--- config.mk ---
export PLATFORM = sky130hd
export DESIGN_NAME = elm_mult_arbiter
export DESIGN_NICKNAME = d
export VERILOG_FILES = /design/src/rtl/elm_mult_arbiter.sv
export SDC_FILE = /design/constraint.sdc
export NUM_CORES = 1
export LEC_CHECK = 0
export BUFFER_PORTS_ARGS = -buffer_cell sky130_fd_sc_hd__buf_2
export CORE_ASPECT_RATIO = 1.5
export CORE_UTILIZATION = 39
export DETAILED_ROUTE_END_ITERATION = 16
export SETUP_SLACK_MARGIN = 0.15
export SYNTH_ARGS = -nofsm -noshare
export SYNTH_HDL_FRONTEND = slang
export SYNTH_SLANG_ARGS = --single-unit
--- constraint.sdc ---
create_clock -name clk -period 6.2 [get_ports clk]
set_clock_uncertainty 0.2 [all_clocks]
set_input_delay 1.24 -clock clk [delete_from_list [all_inputs] [get_ports clk]]
set_output_delay 1.24 -clock clk [all_outputs]
set_load 0.01 [all_outputs]
--- src/rtl/elm_mult_arbiter.sv ---
// Round-robin arbiter sharing one ELM_Mitchw3 approximate multiplier among N_REQ requesters.
// Two-stage pipeline: operand register -> multiplier -> product register, tagged by requester.

module ELM_Mitchw3 (
   input  logic [15:0] i_x,
   input  logic [15:0] i_y,
   output logic [31:0] o_p
);
   logic [3:0]  w_kx;
   logic [3:0]  w_ky;
   logic [2:0]  w_fx;
   logic [2:0]  w_fy;
   logic [3:0]  w_sum;
   logic [4:0]  w_kk;
   logic [3:0]  w_mant;
   logic [5:0]  w_sh;
   logic [34:0] w_scaled;

   // Leading-one position of each operand (characteristic of the logarithm).
   always_comb begin
      w_kx = '0;
      w_ky = '0;
      for (int b = 0; b < 16; b++) begin
         if (i_x[b]) w_kx = 4'(b);
         if (i_y[b]) w_ky = 4'(b);
      end
   end

   // Mantissa truncated to the 3 bits just below the leading one.
   assign w_fx = 3'((i_x << (4'd15 - w_kx)) >> 12);
   assign w_fy = 3'((i_y << (4'd15 - w_ky)) >> 12);

   assign w_sum  = {1'b0, w_fx} + {1'b0, w_fy};
   assign w_kk   = {1'b0, w_kx} + {1'b0, w_ky};
   // Fraction carry moves the product one octave up and drops the implicit one.
   assign w_mant = w_sum[3] ? w_sum : (4'd8 + w_sum);
   assign w_sh   = {1'b0, w_kk} + {5'd0, w_sum[3]};
   assign w_scaled = {31'd0, w_mant} << w_sh;

   assign o_p = ((i_x == 16'd0) || (i_y == 16'd0)) ? 32'd0 : 32'(w_scaled >> 3);
endmodule

module elm_mult_arbiter #(
   parameter int N_REQ = 4
) (
   input  logic                 clk,
   input  logic                 rst,
   input  logic [N_REQ-1:0]     req_valid,
   input  logic [16*N_REQ-1:0]  req_x,
   input  logic [16*N_REQ-1:0]  req_y,
   output logic [N_REQ-1:0]     req_ready,
   output logic [N_REQ-1:0]     rsp_valid,
   output logic [31:0]          rsp_p,
   output logic                 busy
);
   localparam int IW = (N_REQ > 1) ? $clog2(N_REQ) : 1;

   logic [IW-1:0]    r_ptr;
   logic [N_REQ-1:0] r_outstanding;
   logic [15:0]      r_opX;
   logic [15:0]      r_opY;
   logic             r_s1Valid;
   logic [IW-1:0]    r_s1Tag;
   logic             r_s2Valid;
   logic [IW-1:0]    r_s2Tag;
   logic [31:0]      r_prod;

   logic [N_REQ-1:0] w_elig;
   logic [N_REQ-1:0] w_grant;
   logic [N_REQ-1:0] w_clr;
   logic [N_REQ-1:0] w_rspOneHot;
   logic [IW-1:0]    w_gidx;
   logic [IW-1:0]    w_cand;
   logic [IW-1:0]    w_nextPtr;
   logic             w_found;
   logic [31:0]      w_mulP;

   ELM_Mitchw3 uMul (
      .i_x (r_opX),
      .i_y (r_opY),
      .o_p (w_mulP)
   );

   // Outstanding clears as the op enters stage 2, so the requester is eligible while its response is shown.
   assign w_elig = req_valid & ~r_outstanding;

   always_comb begin
      w_found = 1'b0;
      w_gidx  = '0;
      w_cand  = '0;
      w_grant = '0;
      for (int k = 0; k < N_REQ; k++) begin
         w_cand = IW'((int'(r_ptr) + k) % N_REQ);
         if (!w_found && w_elig[w_cand]) begin
            w_found = 1'b1;
            w_gidx  = w_cand;
         end
      end
      if (w_found) w_grant[w_gidx] = 1'b1;
   end

   always_comb begin
      w_clr       = '0;
      w_rspOneHot = '0;
      if (r_s1Valid) w_clr[r_s1Tag] = 1'b1;
      if (r_s2Valid) w_rspOneHot[r_s2Tag] = 1'b1;
   end

   assign w_nextPtr = IW'((int'(w_gidx) + 1) % N_REQ);

   always_ff @(posedge clk) begin
      if (rst) begin
         r_ptr         <= '0;
         r_outstanding <= '0;
         r_opX         <= '0;
         r_opY         <= '0;
         r_s1Valid     <= 1'b0;
         r_s1Tag       <= '0;
         r_s2Valid     <= 1'b0;
         r_s2Tag       <= '0;
         r_prod        <= '0;
      end else begin
         r_s1Valid     <= w_found;
         r_outstanding <= (r_outstanding & ~w_clr) | w_grant;
         if (w_found) begin
            r_ptr   <= w_nextPtr;
            r_s1Tag <= w_gidx;
            r_opX   <= req_x[16*w_gidx +: 16];
            r_opY   <= req_y[16*w_gidx +: 16];
         end
         r_s2Valid <= r_s1Valid;
         r_s2Tag   <= r_s1Tag;
         if (r_s1Valid) r_prod <= w_mulP;
      end
   end

   assign req_ready = rst ? '0 : w_grant;
   assign rsp_valid = w_rspOneHot;
   assign rsp_p     = r_prod;
   assign busy      = r_s1Valid | r_s2Valid;
endmodule

# Word-level counts from Yosys, hierarchy flattened
# Cells that the tools add are included.
[op_classes]
n_addsub = 10
order_cmp = 10
n_shift = 5
n_mux = 58
bitwise_logic = 6
n_reduce_logical = 12
[op_table]
columns = ["op", "count"]
rows = [
  ["4-bit two-way mux", 33],
  ["64-bit by 7-bit indexed part select with 16-bit output", 2],
  ["4-bit by 6-bit << shifter with 35-bit output", 1],
  ["16-bit zero test", 2],
  ["32-bit two-way mux", 1],
  ["16-bit by 4-bit << shifter with 15-bit output", 2],
  ["2-bit by 3-bit less-than comparator with 1-bit output (second input constant)", 7],
  ["1-bit two-way mux", 13],
  ["4-bit AND", 2],
  ["1-bit binary-select mux with 2-bit select", 4],
  ["2-bit two-way mux", 4],
  ["4-bit NOT", 2],
  ["4-bit subtractor (first input constant)", 2],
  ["5-bit by 1-bit adder with 6-bit output", 1],
  ["1-bit demux with 2-bit select", 3],
  ["2-bit by 1-bit greater-or-equal comparator with 1-bit output (second input constant)", 3],
  ["1-bit logical AND", 6],
  ["4-bit by 4-bit adder with 5-bit output", 1],
  ["2-bit by 1-bit adder with 2-bit output (second input constant)", 2],
  ["2-bit adder (second input constant)", 2],
  ["3-bit by 3-bit adder with 4-bit output", 1],
  ["4-bit adder (first input constant)", 1],
  ["4-bit OR", 1],
  ["1-bit zero test", 3],
  ["other kinds (2)", 2],
]
[word_totals]
regBits = 76
input_bits = 134
output_inout_bits = 41
word_cells = 110

# Longest topological paths before layout
# Gate-level depths: netlist of run 1.
[depth]
depth_word = 22
ltp_mapped = 21

# Modules after synthesis
# Synthesis of run 1 repeated with hierarchy kept, for this count alone.
[unflattened]
cells_unflattened = 661
hier_area_um2 = 5535.3
[modules_own_cells]
columns = ["module", "instances", "cells_per_inst", "area_each_um2", "seq_area_each_um2"]
rows = [
  ["elm_mult_arbiter", 1, 355, 3574.7, 1521.5],
  ["ELM_Mitchw3", 1, 306, 1960.6, 0.0],
]

# Worst setup path before layout of run 1
# Ideal clock, no wire load.
[synth_timing]
kind = "flip-flop to flip-flop"
startpoint = "register r_opX[5]"
endpoint = "register r_prod[9] (netlist: rsp_p[9])"
t_arrival_ns = 3.987
required_time_ns = 5.872
setup_slack_ns = 1.886
stages_incl_launch_ff = 18
n_path_buf = 1
synth_period_minus_slack_ns = 4.314
cell_sequence = "dfxtp_1 inv_2 a221o_1 a21o_1 and3_1 or4_1 o211ai_1 nand3_1 ha_1 a21oi_1 fa_1 fa_1 clkbuf_1 nor2_1 o21ai_0 o21ai_0 a22oi_1 nor2_1"
[synth_between]
elab_chain_cells = 18
word_cells_on_any_way = 22
cone_classes = "add/sub (5); shift (2); mux (13); reduce/logical (2)"
[synth_lines]
columns = ["item", "line", "source"]
rows = [
  ["from (decl)", "60", "logic [15:0] r_opX;"],
  ["from (signal assigned)", "128", "r_opX <= req_x[16*w_gidx +: 16];"],
  ["4-bit two-way mux (11 in series)", "24", "if (i_x[b]) w_kx = 4'(b);"],
  ["4-bit subtractor", "30", "assign w_fx = 3'((i_x << (4'd15 - w_kx)) >> 12);"],
  ["16-bit by 4-bit << shifter with 15-bit output", "30", ""],
  ["3-bit by 3-bit adder with 4-bit output", "33", "assign w_sum = {1'b0, w_fx} + {1'b0, w_fy};"],
  ["4-bit adder", "36", "assign w_mant = w_sum[3] ? w_sum : (4'd8 + w_sum);"],
  ["4-bit two-way mux", "36", ""],
  ["4-bit by 6-bit << shifter with 35-bit output", "38", "assign w_scaled = {31'd0, w_mant} << w_sh;"],
  ["32-bit two-way mux (*)", "40", "assign o_p = ((i_x == 16'd0) || (i_y == 16'd0)) ? 32'd0 : 32'(w_scaled >> 3);"],
  ["to (signal assigned)", "133", "if (r_s1Valid) r_prod <= w_mulP;"],
  ["to (decl)", "66", "logic [31:0] r_prod;"],
]
# Mark *: on every way between the ends. The rest lies on a longest branch, timed or not.
# A chain may end at the register's enable or synchronous reset.

# Final worst setup path of run 1
[layout_timing]
startpoint = "register r_opY[15]"
endpoint = "register r_prod[7] (netlist: rsp_p[7])"
[layout_between]
elab_chain_cells = 8
word_cells_on_any_way = 12
cone_classes = "add/sub (5); shift (2); mux (3); reduce/logical (2)"
[layout_lines]
columns = ["item", "line", "source"]
rows = [
  ["from (decl)", "61", "logic [15:0] r_opY;"],
  ["from (signal assigned)", "129", "r_opY <= req_y[16*w_gidx +: 16];"],
  ["4-bit two-way mux", "25", "if (i_y[b]) w_ky = 4'(b);"],
  ["4-bit subtractor", "31", "assign w_fy = 3'((i_y << (4'd15 - w_ky)) >> 12);"],
  ["16-bit by 4-bit << shifter with 15-bit output", "31", ""],
  ["3-bit by 3-bit adder with 4-bit output", "33", ""],
  ["4-bit adder", "36", ""],
  ["4-bit two-way mux", "36", ""],
  ["4-bit by 6-bit << shifter with 35-bit output", "38", ""],
  ["32-bit two-way mux (*)", "40", ""],
]
# Marked as above.

==> results.sh, run 1 <==
export IMPL_wl_per_cell_um=16.3
export IMPL_synthToLayoutAreaGrowth_pct=23.8
export IMPL_vias=5442
export IMPL_mostFrequentLayoutCells="buf_2 (174), mux2i_1 (82), nor2_1 (77)"
export IMPL_htreeDepth=3
export IMPL_core_um2=13100
export IMPL_final_common_cell="buf_2"
export IMPL_cts_resized=0
export IMPL_grt_max_degree=77
export IMPL_rsz0062_at_grt="no"
export IMPL_outcome="complete, no violations"
export IMPL_synth_async_reset_ratio_pct=0
export IMPL_syn_area_per_cell_um2=8.16
export IMPL_critPathRequiredTime_ps=6200
export IMPL_arrival_ps=5260
export IMPL_die_h_um=144
export IMPL_num_rows=51
export IMPL_hpwl_um=11800
export IMPL_grt_pass1_vias=5083
export IMPL_die_w_um=96.9
export IMPL_drt_iter0_drc=321
export IMPL_maxCapViolCount=0
export IMPL_min_period_ps=5260
export IMPL_yosysTopAreaCellShare_pct=28.9
export IMPL_synthCells=646
export IMPL_tritoncts="done"
export IMPL_grt_ovfl_total=0
export IMPL_cts_hold_buf=0
export IMPL_ys_seq_elements=76
export IMPL_worst_hold_path_type="reg2reg"
export IMPL_synth_edf_count=0
export IMPL_yosysWarnings=0
export IMPL_numCtsBuffers=9
export IMPL_critPathKind="reg2reg"
export IMPL_clockBufferDepth=2
export IMPL_ys_flop_type="dfxtp_1"
export IMPL_initial_utilization_pct=40.3
export IMPL_synth_cell_types=62
export IMPL_viasPerCell=5.70
export IMPL_fillers=1255
export IMPL_setup_violations_final=0
export IMPL_synth_area_um2=5270
export IMPL_grt_usage_pct=21.7
export IMPL_dieArea_um2=14000
export IMPL_tightestPinTransition_ps=1080
export IMPL_drive_gt1_share_pct=26.8
export IMPL_regArea_um2=1520
export IMPL_drcViolationCount=0
export IMPL_yosysTopAreaCell="dfxtp_1"
export IMPL_crit_fanout=12
export IMPL_synth_seq_area_share_pct=28.9
export IMPL_wirelength_um=15600
export IMPL_crit_path_end_kind="flip-flop"
export IMPL_multi_input_area_um2=3510
export IMPL_cts_root_buf="clkbuf_16"
export IMPL_maxSlewHeadroom_pct=28.1
export IMPL_cts_setup_buffers=0
export IMPL_drv_slew=0
export IMPL_synth_area_leaders="dfxtp_1 (29%), mux2i_1 (16%), o221ai_1 (5.6%)"
export IMPL_io_pins=175
export IMPL_place_congestion=0.852
export IMPL_cts_sinks=76
export IMPL_fin_nets=939
export IMPL_finalCritPeriodShare_pct=84.9
export IMPL_diodes=0
export IMPL_worst_setup_path_start_kind="flip-flop"
export IMPL_clk_latency_ps=330
export IMPL_antenna_found_initial=0
export IMPL_max_freq_mhz=190
export IMPL_port_buffers=174
export IMPL_clk_pin_slew_ps=60
export IMPL_grt_pass1_wl_um=24900
export IMPL_hold_violations=0
export IMPL_ant_nets=0
export IMPL_tns_ps=0
export IMPL_synthesis_nets=793
export IMPL_dr_pass1_iters=7
[cells in the mapped netlist, types with 3 or more instances]
cell type	n
a21o_1	6
a21oi_1	32
a22oi_1	29
a2bb2oi_1	3
a31oi_1	6
and2_1	6
and3_1	4
buf_1	8
buf_2	9
clkbuf_1	24
dfxtp_1	76
fa_1	3
ha_1	10
inv_1	20
inv_2	3
mux2_2	3
mux2i_1	82
nand2_1	43
nand2b_1	11
nand3_1	12
nand3b_1	22
nor2_1	78
nor2b_1	12
nor3_1	7
nor4_1	7
o211ai_1	4
o21ai_0	21
o21ai_1	4
o221ai_1	34
o22ai_1	3
o31ai_1	5
or2_2	3
or3_1	15
xnor2_1	3
[worst max-delay path: stages (launching register included)]
cell and delay, ps:
dfxtp_1 460, nand2b_1 160, nand2_1 90, o21bai_1 190, o21ai_1 820, mux2i_1 350
nand3_1 110, a41o_1 250, ha_1 310, a21oi_1 90, fa_1 400, fa_1 740
inv_1 140, nor2_1 130, o2bb2ai_1 150, nor2_1 110, mux2i_1 220, a2bb2oi_1 170
nor2_1 50
[final timing paths]
kind,startpoint,to,slack (ps),cells after the start
setup / recovery,r_opY[15],rsp_p[7],940,18
hold / removal,rsp_p[14],rsp_p[14],260,2
hold reg to reg,rsp_p[14],rsp_p[14],260,2
setup reg to reg,r_opY[15],rsp_p[7],940,18
[routing by layer]
metal | share of wire [%] | wire [um] | track usage [%]
met5 | 0 | 0 | 0
met4 | 2.1 | 323 | 8.25
met3 | 5.2 | 815 | 3.77
met2 | 50 | 7710 | 38.5
met1 | 43 | 6720 | 26.1
[cell families after synthesis]
logic type / share of synthesized area [%]
buffers and inverters: 4.86
XOR/XNOR: 0.831
adder cells (fa/ha/maj): 3.51
AND/OR/NAND/NOR: 21.4
flip-flops: 28.9
AO/OA/AOI/OAI: 24.3
multiplexers: 16.2
[layout make-up]
type                    count  share of cell area (%)
clock buffers              10                    3.66
inverters                  23                    1.32
repair buffers            177                    13.7
well taps                 159                    3.05
clock inverters             5                    1.26
multi-input cells         505                    53.7
flip-flops and latches     76                    23.3
[registers in the layout, summed over array words and instances, names as in the netlist]
register and flops:
r_s1Valid 1, r_opX 16, r_s2Valid 1, rsp_p 32, r_opY 16, r_outstanding 4, r_s1Tag 2, r_s2Tag 2
r_ptr 2
[stage by stage]
| step | setup slack [ps] | utilization, % | instance area, um^2 | std cells | hold slack (ps) |
|---|---|---|---|---|---|
| CTS | 932 | 49.9 | 6530 | 955 | 268 |
| global placement | 1080 | 47.5 | 6210 | 940 | 253 |
| floorplan | 1890 | - | 5270 | 646 | 256 |
| global route | 500 | 49.9 | 6530 | 955 | 289 |
| finish | 939 | 49.9 | 6530 | 955 | 264 |
| detailed placement | 959 | 47.5 | 6210 | 940 | 256 |
Power of run 1 is not shown: default switching activity piles up to over one toggle a cycle in this logic, so the estimate is an artifact.
==> run 2, diff against run 1 <==
Settings changed: ABC_AREA set to 1.
Clock period 6.2 ns to 4.94 ns, I/O delays scaled along.
==> results.sh, run 2 <==
export IMPL_drv_slew=0
export IMPL_maxCapViolCount=0
export IMPL_synth_most_common_cell="nand2_1"
export IMPL_yosysTopAreaCell="dfxtp_1"
export IMPL_max_freq_mhz=227
export IMPL_port_buffers=174
export IMPL_arrival_ps=4420
export IMPL_drcViolationCount=0
export IMPL_reg2reg_to="rsp_p[17]"
export IMPL_grt_usage_pct=22.0
export IMPL_fin_nets=1215
export IMPL_met1_usage_pct=26.6
export IMPL_vias=6329
export IMPL_num_rows=54
export IMPL_path_buf_inv=3
export IMPL_core_um2=14600
export IMPL_initial_utilization_pct=40.1
export IMPL_grt_pass1_wl_um=27600
export IMPL_reg2reg_slack_ps=540
export IMPL_ant_nets=0
export IMPL_rr_worst_depth=34
export IMPL_synth_edf_count=0
export IMPL_io_pins=175
export IMPL_dieArea_um2=15500
export IMPL_synth_area_leaders="dfxtp_1 (26%), nand2_1 (16%), nand3_1 (12%)"
export IMPL_critPathKind="reg2reg"
export IMPL_min_period_ps=4400
export IMPL_ys_seq_elements=76
export IMPL_synth_async_reset_ratio_pct=0
export IMPL_syn_area_per_cell_um2=6.41
export IMPL_min_from="rsp_p[12]"
export IMPL_grt_pass1_vias=5899
export IMPL_setup_violations_final=0
export IMPL_grt_ovfl_total=0
export IMPL_outcome="complete, no violations"
export IMPL_synth_area_um2=5850
export IMPL_final_common_cell="nand2_1"
export IMPL_ys_flop_type="dfxtp_1"
export IMPL_cts_resized=0
export IMPL_synth_seq_area_share_pct=26.0
export IMPL_clockBufferDepth=2
export IMPL_yosysTopAreaCellShare_pct=26.0
export IMPL_numCtsBuffers=9
export IMPL_worst_hold_path_type="reg2reg"
export IMPL_tns_ps=0
export IMPL_die_h_um=152
export IMPL_min_path_cells=2
export IMPL_dr_pass1_iters=4
export IMPL_synthesis_nets=1060
export IMPL_largest_reg_flops=32
export IMPL_place_congestion=0.885
export IMPL_busiest_layer="met2"
export IMPL_critical_path_top_delay_family="simple AND/OR/NAND/NOR gates"
export IMPL_drive_gt1_share_pct=27.4
export IMPL_mostFrequentLayoutCells="nand2_1 (243), buf_2 (174), nand3_1 (139)"
export IMPL_slowest_delay_ps=570
export IMPL_maxSlewHeadroom_pct=50.0
export IMPL_crit_path_end_kind="flip-flop"
export IMPL_clk_pin_slew_ps=70
export IMPL_synth_cell_types=45
export IMPL_wl_per_cell_um=13.1
export IMPL_drt_iter0_drc=277
export IMPL_clk_latency_ps=350
export IMPL_met2_usage_pct=39.5
export IMPL_antenna_found_initial=0
export IMPL_hold_violations=0
export IMPL_cts_hold_buf=0
export IMPL_cts_root_buf="clkbuf_16"
export IMPL_grt_max_degree=72
export IMPL_holdPathEnd="rsp_p[12]"
export IMPL_die_w_um=102
export IMPL_crit_fanout=14
export IMPL_critPathRequiredTime_ps=4960
export IMPL_tightestPinTransition_ps=750
export IMPL_wirelength_um=16600
export IMPL_cts_sinks=76
export IMPL_htreeDepth=3
export IMPL_cts_setup_buffers=0
export IMPL_ys_top_cells_by_count="nand2_1 (245), nand3_1 (139), inv_1 (97)"
export IMPL_finalCritPeriodShare_pct=89.1
export IMPL_tritoncts="done"
export IMPL_grt_util_met3_pct=2.48
export IMPL_r2r_start="r_opX[2]"
export IMPL_yosysWarnings=0
export IMPL_synthCells=913
export IMPL_cp_common_cell="nand2_1"
export IMPL_synthToLayoutAreaGrowth_pct=22.7
export IMPL_hpwl_um=12700
export IMPL_diodes=0
export IMPL_crit_slowest_cell="fa_2"
export IMPL_viasPerCell=4.99
export IMPL_worst_setup_path_start_kind="flip-flop"
export IMPL_rsz0062_at_grt="no"
[run 2: worst max-delay path by stage]
stage                  start        end  cells after the start  slack, ps
finish              r_opX[2]  rsp_p[17]                     34        540
global route        r_opY[2]   rsp_p[9]                     34         60
CTS                 r_opY[2]   rsp_p[3]                     33        180
detailed placement  r_opY[2]  rsp_p[19]                     33        190
global placement    r_opX[5]  rsp_p[19]                     23        230
floorplan           r_opY[2]   rsp_p[7]                     31        460
[run 2: cell families (layout without fill, tap and decap cells)]
kind of cell               Yosys count  count (layout)  share of synthesized area [%]
AOI/OAI and AO/OA                  158             158                           19.6
xor gates and xnor gates             4               4                          0.727
adders and majority gates           13              13                           3.17
buffers and inverters              155             315                           11.9
DFF                                 76              76                           26.0
and+or+nand+nor                    507             507                           38.6
[run 2: final cells by class]
type                            count  area (um^2)
Fill cell                        1573         7420
Multi-Input combinational cell    682         3690
Sequential cell                    76         1530
Timing Repair Buffer              196         1040
Inverter                          103          392
Tap cell                          196          245
Clock buffer                       10          239
Clock inverter                      6         46.3
[run 2: layer usage]
layer  part of all wire (%)  vias up
li1                       -     3341
met1                     43     2822
met2                     52      154
met3                    3.8       12
met4                    1.4        0
met5                      0        -
[run 2: worst min-delay path, stage by stage, from the launching register on]
cell,delay [ps]
dfxtp_1,300
nand2_1,60
a21oi_1,50
[run 2: per-stage QoR]
| step | instance area (um^2) | utilization, % | setup WS (ps) | hold WS [ps] | cells |
|---|---|---|---|---|---|
| finish | 7180 | 49.2 | 538 | 259 | 1269 |
| global placement | 6830 | 46.8 | 228 | 252 | 1253 |
| floorplan | 5850 | - | 458 | 259 | 913 |
| global route | 7180 | 49.2 | 59.4 | 280 | 1269 |
| detailed placement | 6830 | 46.8 | 191 | 253 | 1253 |
| CTS | 7110 | 48.7 | 179 | 262 | 1269 |
Power of run 2 is left out for the same reason.
==> run 3, diff against run 2 <==
Clock period 4.94 ns to 4.19 ns, I/O delays scaled along.
==> results.sh, run 3 (synthesis gave the netlist of run 2 again) <==
export IMPL_outcome="complete, but fails checks"
export IMPL_failed_checks="setup timing"
export IMPL_die_h_um=152
export IMPL_fin_nets=1282
export IMPL_max_freq_mhz=231
export IMPL_crit_fanout=8
export IMPL_grt_pass1_wl_um=28700
export IMPL_numCtsBuffers=9
export IMPL_holdPathEnd="rsp_p[5]"
export IMPL_reg2reg_slack_ps=-150
export IMPL_rr_worst_depth=33
export IMPL_setup_ws_ps=-146
export IMPL_synthToLayoutAreaGrowth_pct=39.8
export IMPL_cts_root_buf="clkbuf_16"
export IMPL_num_rows=54
export IMPL_r2r_start="r_opX[2]"
export IMPL_drive_gt1_share_pct=37.9
export IMPL_place_congestion=0.856
export IMPL_tritoncts="done"
export IMPL_min_from="rsp_p[5]"
export IMPL_tightestPinTransition_ps=785
export IMPL_port_buffers=174
export IMPL_clk_pin_slew_ps=60
export IMPL_mostFrequentLayoutCells="nand2_1 (222), buf_2 (175), nand3_1 (127)"
export IMPL_slowest_delay_ps=430
export IMPL_critPathRequiredTime_ps=4260
export IMPL_clk_latency_ps=350
export IMPL_initial_utilization_pct=40.1
export IMPL_dp_cells=1302
export IMPL_core_um2=14600
export IMPL_maxSlewHeadroom_pct=47.6
export IMPL_maxCapViolCount=0
export IMPL_io_pins=175
export IMPL_diodes=0
export IMPL_dr_pass1_iters=4
export IMPL_htreeDepth=3
export IMPL_whs_ps=258
export IMPL_fin_cells=1336
export IMPL_drv_slew=0
export IMPL_worst_hold_path_type="reg2reg"
export IMPL_wl_per_cell_um=13.5
export IMPL_cts_sinks=76
export IMPL_drt_iter0_drc=387
export IMPL_grt_ovfl_total=0
export IMPL_worst_setup_path_start_kind="flip-flop"
export IMPL_crit_slowest_cell="fa_2"
export IMPL_hold_violations=0
export IMPL_die_w_um=102
export IMPL_vias=6721
export IMPL_antenna_found_initial=0
export IMPL_grt_pass1_vias=6298
export IMPL_cts_hold_buf=0
export IMPL_min_path_cells=2
export IMPL_final_common_cell="nand2_1"
export IMPL_setup_violations_final=24
export IMPL_min_period_ps=4340
export IMPL_grt_usage_pct=22.9
export IMPL_place_ws_ps=-220
export IMPL_arrival_ps=4410
export IMPL_rsz0062_at_grt="yes"
export IMPL_drcViolationCount=0
export IMPL_critPathKind="reg2reg"
export IMPL_viasPerCell=5.03
export IMPL_clockBufferDepth=2
export IMPL_grt_max_degree=72
export IMPL_cp_common_cell="nand2_1"
export IMPL_hpwl_um=13300
export IMPL_largest_reg_flops=32
export IMPL_reg2reg_to="rsp_p[23]"
export IMPL_crit_path_end_kind="flip-flop"
export IMPL_ant_nets=0
export IMPL_wirelength_um=18000
export IMPL_dieArea_um2=15500
export IMPL_finalCritPeriodShare_pct=103
[run 3: worst max-delay path by stage]
stage               startpoint   endpoint  slack (ps)  cells past startpoint
detailed placement    r_opY[2]  rsp_p[15]        -220                     31
finish                r_opX[2]  rsp_p[23]        -150                     33
CTS                   r_opX[2]  rsp_p[19]         -30                     34
floorplan             r_opY[2]  rsp_p[25]         150                     35
global placement      r_opX[2]  rsp_p[15]        -230                     32
global route          r_opX[2]  rsp_p[23]        -370                     33
[run 3: layout make-up]
| cell class | count | area [um^2] |
|---|---|---|
| Fill cell | 1488 | 6420 |
| Multi-Input combinational cell | 682 | 4080 |
| Timing Repair Buffer | 263 | 1630 |
| Sequential cell | 76 | 1530 |
| Inverter | 103 | 402 |
| Tap cell | 196 | 245 |
| Clock buffer | 10 | 229 |
| Clock inverter | 6 | 71.3 |
[run 3: per-stage QoR]
stage / TNS, ps / util [%] / instance area [um^2]
final: -2050 / 56.0 / 8180
after global routing: -9480 / 56.0 / 8180
after CTS: -104 / 53.7 / 7830
after detailed placement: -2640 / 49.6 / 7240
after global placement: -2680 / 49.6 / 7240
after floorplan: 0 / - / 5890
[run 3: repair_timing]
item | in CTS | in global routing
buffers inserted | 12 | 4
pin swaps | 31 | 24
cloned | 0 | 2
resized for setup | 59 | 80
endpoints found under the hold margin | 0 | 0
setup endpoints to repair | 32 | 32
[run 3: layer usage]
metal / GRT usage, % / routed length [um]
met4: 8.50 / 369
met3: 2.90 / 739
met1: 26.1 / 7230
met2: 42.1 / 9680
met5: 0 / 0
[run 3: worst max-delay path: cells and delay by family (launching register included)]
| kind | cells | cell delay, ps |
|---|---|---|
| DFF | 1 | 330 |
| buffers and inverters | 4 | 460 |
| AOI/OAI and AO/OA | 3 | 510 |
| xor gates and xnor gates | 1 | 240 |
| adders and majority gates | 3 | 1070 |
| and+or+nand+nor | 22 | 1460 |
Power of run 3 is left out for the same reason.
